$ cat src/rtl/regfile_pkg.sv
// Shared register-file types and constants.
package regfile_pkg;

  localparam int unsigned NUM_REGS = 32;
  localparam int unsigned DATA_W   = 32;
  localparam int unsigned ADDR_W   = 5;
  localparam int unsigned ZERO_REG = 31;

  typedef logic [DATA_W-1:0] reg_word_t;
  typedef reg_word_t reg_bank_t [NUM_REGS-1:0];

  // Number of set bits in a busy vector; result fits 0..NUM_REGS.
  function automatic logic [ADDR_W:0] popcount(input logic [NUM_REGS-1:0] v);
    logic [ADDR_W:0] n;
    n = '0;
    for (int unsigned i = 0; i < NUM_REGS; i++) begin
      n = n + {{ADDR_W{1'b0}}, v[i]};
    end
    return n;
  endfunction

endpackage

$ cat src/rtl/decoder5_32.sv
// 5-bit address plus enable to 32-bit one-hot decoder.
module decoder5_32
  import regfile_pkg::*;
(
  input  logic [ADDR_W-1:0]   addr,
  input  logic                en,
  output logic [NUM_REGS-1:0] onehot
);

  // One bit set at addr when enabled, otherwise all zero.
  always_comb begin
    onehot = '0;
    if (en) onehot[addr] = 1'b1;
  end

endmodule

$ cat src/rtl/reg_bank_scoreboard.sv
// 32x32 register storage with per-register busy scoreboard; register 31 reads as zero.
module reg_bank_scoreboard
  import regfile_pkg::*;
(
  input  logic                clk,
  input  logic                reset,
  input  logic                wr_en,
  input  logic [ADDR_W-1:0]   wr_addr,
  input  logic [DATA_W-1:0]   wr_data,
  input  logic                issue_en,
  input  logic [ADDR_W-1:0]   issue_addr,
  output reg_bank_t           regs,
  output logic [NUM_REGS-1:0] busy,
  output logic [ADDR_W:0]     busy_count
);

  localparam logic [NUM_REGS-1:0] LIVE_MASK = ~(NUM_REGS'(1) << ZERO_REG);

  logic [NUM_REGS-1:0] wr_sel;
  logic [NUM_REGS-1:0] issue_sel;
  logic [NUM_REGS-1:0] busy_next;

  decoder5_32 u_wr_dec (
    .addr   (wr_addr),
    .en     (wr_en),
    .onehot (wr_sel)
  );

  decoder5_32 u_issue_dec (
    .addr   (issue_addr),
    .en     (issue_en),
    .onehot (issue_sel)
  );

  // Next scoreboard state: clear on writeback, set on issue (set wins), zero reg never busy.
  always_comb begin
    busy_next = ((busy & ~wr_sel) | issue_sel) & LIVE_MASK;
  end

  // Register storage; the zero register is only ever loaded with zero.
  always_ff @(posedge clk) begin
    for (int unsigned i = 0; i < NUM_REGS; i++) begin
      if (reset) begin
        regs[i] <= '0;
      end else if (wr_sel[i] && (i != ZERO_REG)) begin
        regs[i] <= wr_data;
      end
    end
  end

  // Scoreboard and its population count, both registered from the same next state.
  always_ff @(posedge clk) begin
    if (reset) begin
      busy       <= '0;
      busy_count <= '0;
    end else begin
      busy       <= busy_next;
      busy_count <= popcount(busy_next);
    end
  end

endmodule

$ cat config.mk
export PLATFORM = sky130hd
export DESIGN_NAME = reg_bank_scoreboard
export DESIGN_NICKNAME = d
export VERILOG_FILES = /design/src/rtl/regfile_pkg.sv /design/src/rtl/decoder5_32.sv /design/src/rtl/reg_bank_scoreboard.sv
export SDC_FILE = /design/constraint.sdc
export NUM_CORES = 2
export LEC_CHECK = 0
export CAP_MARGIN = 10
export CORE_AREA = 2 2 434 436
export CTS_CLUSTER_DIAMETER = 30
export DETAILED_ROUTE_END_ITERATION = 8
export DIE_AREA = 0 0 436 438
export MAX_ROUTING_LAYER = met4
export PLACE_DENSITY_LB_ADDON = 0.12
export SYNTH_ARGS = -nofsm -noshare
export SYNTH_HDL_FRONTEND = slang
export SYNTH_SLANG_ARGS = --single-unit
$ cat constraint.sdc
create_clock -name clk -period 7 [get_ports clk]
set_input_delay 1.75 -clock clk [delete_from_list [all_inputs] [get_ports clk]]
set_output_delay 1.75 -clock clk [all_outputs]
set_load 0.1 [all_outputs]
# [Yosys cells after proc, flatten, opt, wreduce, memory -nomap -nowiden]
# Index checks and enable logic that the tools add are counted.
[totals] reg_bits=1029 latchBits=0 ram_bits=0 romBits=0 in_bits=46 out_inout_bits=1062 memories=0
[op_classes] addsub=30 mul=0 div_mod_pow=0 n_lt_le_gt_ge=4 n_eq_ne=0 shifts=0 mux=6 n_bitwise=3 reduce_logical=2
[op_table] operator="adder 6 x 1 -> 6 bit" n=25
[op_table] operator="two-way mux 31 bit" n=2
[op_table] operator="bitwise AND 31 bit" n=1
[op_table] operator="NOT 31 bit" n=1
[op_table] operator="bitwise OR 31 bit" n=1
[op_table] operator="less-than comparator 5 x 6 -> 1 bit, second input constant" n=2
[op_table] operator="demux 1 bit (select 5 bit)" n=2
[op_table] operator="greater-or-equal comparator 5 x 1 -> 1 bit, second input constant" n=2
[op_table] operator="adder 5 x 1 -> 6 bit" n=1
[op_table] operator="adder 4 x 1 -> 5 bit" n=1
[op_table] operator="adder 3 x 1 -> 4 bit" n=1
[op_table] operator="adder 2 x 1 -> 3 bit" n=1
[op_table] operator="adder 1 x 1 -> 2 bit" n=1
[op_table] operator="logical AND 1 bit" n=2
[op_table] operator="two-way mux 1 bit" n=2

# [Depth between registers and ports, before layout]
[logic_depth] depth_word=38 mapped_depth=20 depth_no_buf=18

# [Hierarchy]
# A second synthesis with hierarchy kept.
[unflattened] cells_unflattened=3634 area_unflattened_um2=39002.4
[modules_own_cells] mod="reg_bank_scoreboard" n_inst=1 cells_each=3540 area_each_um2=38542.0 seq_area_each_um2=20599.8
[modules_own_cells] mod="decoder5_32" n_inst=2 cells_each=47 area_each_um2=230.2 seq_area_each_um2=0.0

# [Least setup slack after synthesis]
# Ideal clock, no wire load.
[synth_path] path_type="input port to flip-flop" startpoint="input port wr_addr[3]" endpoint="register busy_count[4]" setup_time_ns=0.072 arrival_ns=7.258 slack_ns=-0.330 stages=19 path_cell_list="or4b_1 clkbuf_1 clkbuf_1 o21ai_1 and2_1 fa_1 inv_1 fa_1 fa_1 fa_1 fa_1 inv_1 fa_1 inv_1 fa_1 fa_1 a21o_1 a21oi_1 mux2i_1"
[synth_between] elab_chain_cells=38 elab_cells_between_ends=39 cone_classes="30 x add/sub; 2 x order compare; 3 x mux; 3 x bitwise; 1 x reduce/logical"
[synth_rtl] item="start, declared" line_no="reg_bank_scoreboard.sv:8" source="input logic [ADDR_W-1:0] wr_addr,"
[synth_rtl] item="less-than comparator 5 x 6 -> 1 bit (implied by the code) or greater-or-equal comparator 5 x 1 -> 1 bit (tied branches)" line_no="decoder5_32.sv:13" source="if (en) onehot[addr] = 1'b1;"
[synth_rtl] item="logical AND 1 bit (implied by the code)" line_no="decoder5_32.sv:13"
[synth_rtl] item="two-way mux 1 bit (implied by the code)" line_no="decoder5_32.sv:13"
[synth_rtl] item="demux 1 bit (select 5 bit) (*)"
[synth_rtl] item="two-way mux 31 bit (*)" line_no="decoder5_32.sv:13"
[synth_rtl] item="NOT 31 bit (*)" line_no="reg_bank_scoreboard.sv:37" source="busy_next = ((busy & ~wr_sel) | issue_sel) & LIVE_MASK;"
[synth_rtl] item="bitwise AND 31 bit (*)" line_no="reg_bank_scoreboard.sv:37"
[synth_rtl] item="bitwise OR 31 bit (*)" line_no="reg_bank_scoreboard.sv:37"
[synth_rtl] item="adder 1 x 1 -> 2 bit" line_no="regfile_pkg.sv:17" source="n = n + {{ADDR_W{1'b0}}, v[i]};"
[synth_rtl] item="adder 2 x 1 -> 3 bit" line_no="regfile_pkg.sv:17"
[synth_rtl] item="adder 3 x 1 -> 4 bit" line_no="regfile_pkg.sv:17"
[synth_rtl] item="adder 4 x 1 -> 5 bit" line_no="regfile_pkg.sv:17"
[synth_rtl] item="adder 5 x 1 -> 6 bit" line_no="regfile_pkg.sv:17"
[synth_rtl] item="adder 6 x 1 -> 6 bit (24 in a row)" line_no="regfile_pkg.sv:17"
[synth_rtl] item="adder 6 x 1 -> 6 bit (*)" line_no="regfile_pkg.sv:17"
[synth_rtl] item="end signal, assigned" line_no="reg_bank_scoreboard.sv:58" source="busy_count <= popcount(busy_next);"
[synth_rtl] item="end, declared" line_no="reg_bank_scoreboard.sv:14" source="output logic [ADDR_W:0] busy_count"
# Mark *: on every way between the ends. The rest lies on a longest branch, timed or not.
# A chain may end at the register's enable or synchronous reset.

# [Worst setup path in the final report]
[layout_path] startpoint="input port wr_addr[2]" endpoint="register busy_count[4]"
# The elaborated chain is that of the path after synthesis.

==> flow_summary.yaml <==
outcome:
  outcome: "complete, no violations"
floorplan:
  die_x_um: 436
  design.die.area_um2: 191000
  fp-row-count: 159
  ioPinCount: 1108
  die_h_um: 438
  core_area_um2: 187000
  initial_core_util_pct: 21.5
route:
  drtPass1Iterations: 5
  drc: 0
  drt-initial-drc-count: 3567
  vias: 43300
  drt-total-wl_mm: 247
  wire_per_inst_um: 28.8
  drtAntennaViolNets: 0
  via_per_inst: 5.05
pwr:
  ir_worst_vdd_uv: 232
  total_power_uw: 22200
  leakagePower_uw: 0.0213
  powerDensity_nw_per_um2: 348
setup_path:
  endpoint_kind: "flip-flop"
  critical-path-top-delay-family: "adder cells"
  worst_setup_path_start_kind: "primary input"
  worst-path-max-fanout: 8
  crit_type: "in2reg"
  path_cells: "clkdlybuf4s50_1 -> buf_4 -> nand4bb_4 -> o21ai_0 -> and2_1 -> fa_1 -> fa_1 -> inv_1 -> fa_1 -> fa_1 -> fa_1 -> inv_1 -> fa_1 -> inv_1 -> fa_2 -> fa_2 -> a21o_1 -> a21oi_2 -> mux2i_1"
  crit_top_cell: "fa_1"
  required_ps: 7820
  cp.arrival_ps: 7570
  critical-path-max-stage-delay_ps: 560
  r2r_slack_ps: 1870
  path_buf_inv: 5
  slowest_stage: "clkdlybuf4s50_1"
worst_hold_path:
  hold_path.class: "reg2reg"
logic_synthesis:
  synth_cell_types: 39
  avgSynthCellArea_um2: 8.14
  yosys_most_used_dff: "dfxtp_1"
  synthArstFlopShare_pct: 0
  synth-seq-area-share_pct: 51.5
  ys_seq_elements: 1029
  synth-edff-count: 0
  syn_inst: 4920
  ys_warn_count: 0
  netlist_area_um2: 40000
cts:
  clk_pin_slew_ps: 40
  clockBufferDepth: 4
  root_buffer: "clkbuf_16"
  insertion_delay_ps: 900
  cts_tree: "done"
  holdBufCountCts: 0
  cts_sinks: 1029
  cts_buffers: 342
  clock_tree.htree_level_count: 5
timing:
  hold_viol: 0
  period_minus_slack_ps: 6760
  tightest_slew_ps: 1260
  skew_ps: 29.7
  rsz0062_at_grt: "false"
  relSlewSlack_pct: 15.8
  worst_slack_ps: 245
  finalMaxSlewViolations: 0
  fmax_ghz: 0.148
  setup_viol: 0
  min_period_over_period_pct: 96.5
finish:
  drive_gt1_share_pct: 12.6
  area_growth_syn_to_layout_pct: 59.0
  post-route-util_pct: 34.1
  instances_no_fill: 8587
  final_area_um2: 63600
  nets: 5919
global_routing:
  grt_use_total_pct: 25.3
  antenna_found_initial: 13
  grt_pass1_vias: 41400
  grt_max_degree: 159
  overflow: 0
  grt_pass1_wl_mm: 339
placed_design:
  dp_cells: 7992
  post-place-ws_ps: -789
  placed_area_um2: 52500
  portBuffers: 1074
  place_congestion: 0.800
  place_hpwl_mm: 143
job:
  maxCapViolCount: 0
[kinds of logic after synthesis]
family / share of synthesized area (%)
AOI/OAI and AO/OA: 25.7
xor gates and xnor gates: 0.0219
adders and majority gates: 1.37
buffers and inverters: 7.49
DFF: 51.5
muxes: 0.0250
other: 0.00937
and+or+nand+nor: 14.0
[per-stage QoR]
step | setup TNS [ps] | hold slack (ps)
final | 0 | 469
after global routing | 0 | 485
after CTS | 0 | 471
after detailed placement | -2920 | 466
after global placement | -3330 | 459
after floorplan | 0 | 914
[cells in the mapped netlist (4+ instances only)]
cell type     n  share of area, %
a21oi_1    1025                13
and2_1       16              0.25
and3b_1       6              0.13
buf_1       114               1.1
buf_2       143               1.8
buf_4        40              0.75
clkbuf_1    392               3.7
dfxtp_1    1029                51
fa_1         23               1.2
ha_1          7              0.22
inv_1        18              0.17
nand2_1      48              0.45
nand3_1     993                12
nor2b_1       4             0.063
nor3b_1       4             0.075
o21ai_0     929                12
o21ai_1      94               1.2
[cell type report]
cell class | instances | area [um^2]
flip-flops and latches | 1029 | 20600
fillers | 19500 | 123000
repair buffers | 1238 | 12000
clock buffers | 491 | 9940
diodes | 3 | 7.51
well taps | 2495 | 3120
inverters | 18 | 67.6
multi-input cells | 3214 | 16700
clock inverters | 99 | 1180
[power breakdown]
part | leakage, uW | switching [uW] | total (uW) | internal [uW]
Sequential | 0.00829 | 28.0 | 5970 | 5940
Clock | 0.00552 | 4210 | 14700 | 10500
Combinational | 0.00748 | 1260 | 1480 | 220
Total | 0.0213 | 5500 | 22200 | 16700
[cell usage in the layout (no fill, tap or decap), types with 4 or more instances in the layout]
cell	Yosys	final
o21ai_1	94	94
clkinv_8	0	4
and2_1	16	14
clkinv_2	0	64
buf_4	40	175
clkbuf_16	0	347
nand2_1	48	47
and3b_1	6	6
nor3b_1	4	4
a21oi_1	1025	1024
clkbuf_8	0	72
conb_1	1	33
ha_1	7	7
nand3_1	993	993
clkbuf_1	392	72
clkdlybuf4s50_1	0	1016
fa_1	23	21
o21ai_0	929	926
inv_6	0	4
bufinv_16	0	24
buf_2	143	26
buf_12	0	19
inv_1	18	18
dfxtp_1	1029	1029
[path summary, 6_finish.rpt]
kind | start | end | cells after the start
setup reg to reg | busy[11]$_SDFF_PP0_ | busy_count[4]$_SDFF_PP0_ | 16
setup / recovery | wr_addr[2] | busy_count[4]$_SDFF_PP0_ | 19
hold / removal | regs[585]$_SDFFE_PP0P_ | regs[585]$_SDFFE_PP0P_ | 2
hold reg to reg | regs[585]$_SDFFE_PP0P_ | regs[585]$_SDFFE_PP0P_ | 2
[repair_timing]
| item | CTS | global route |
|---|---|---|
| gates resized for setup | 0 | 4 |
| buffers inserted | 0 | 2 |
| endpoints found under the setup margin | 0 | 2 |
[worst register-to-register path: cells and delay by family, from the launching register on]
| kind | cells | cell delay (ps) |
|---|---|---|
| AOI/OAI and AO/OA | 3 | 410 |
| adders and majority gates | 8 | 3780 |
| buffers and inverters | 3 | 160 |
| DFF | 1 | 340 |
| muxes | 1 | 190 |
| and+or+nand+nor | 1 | 180 |
[registers in the layout, summed over array words and instances, names as in the netlist]
register,cells
regs,992
busy,31
busy_count,6
[layer usage]
layer,global-route usage (%),vias to the layer above,part of all wire (%)
li1,-,19400,-
met1,28.8,21800,39
met2,41.6,1816,49
met3,7.20,410,7.5
met4,10.4,0,4.2
met5,-,-,0
(Power assumes the default switching activity.)
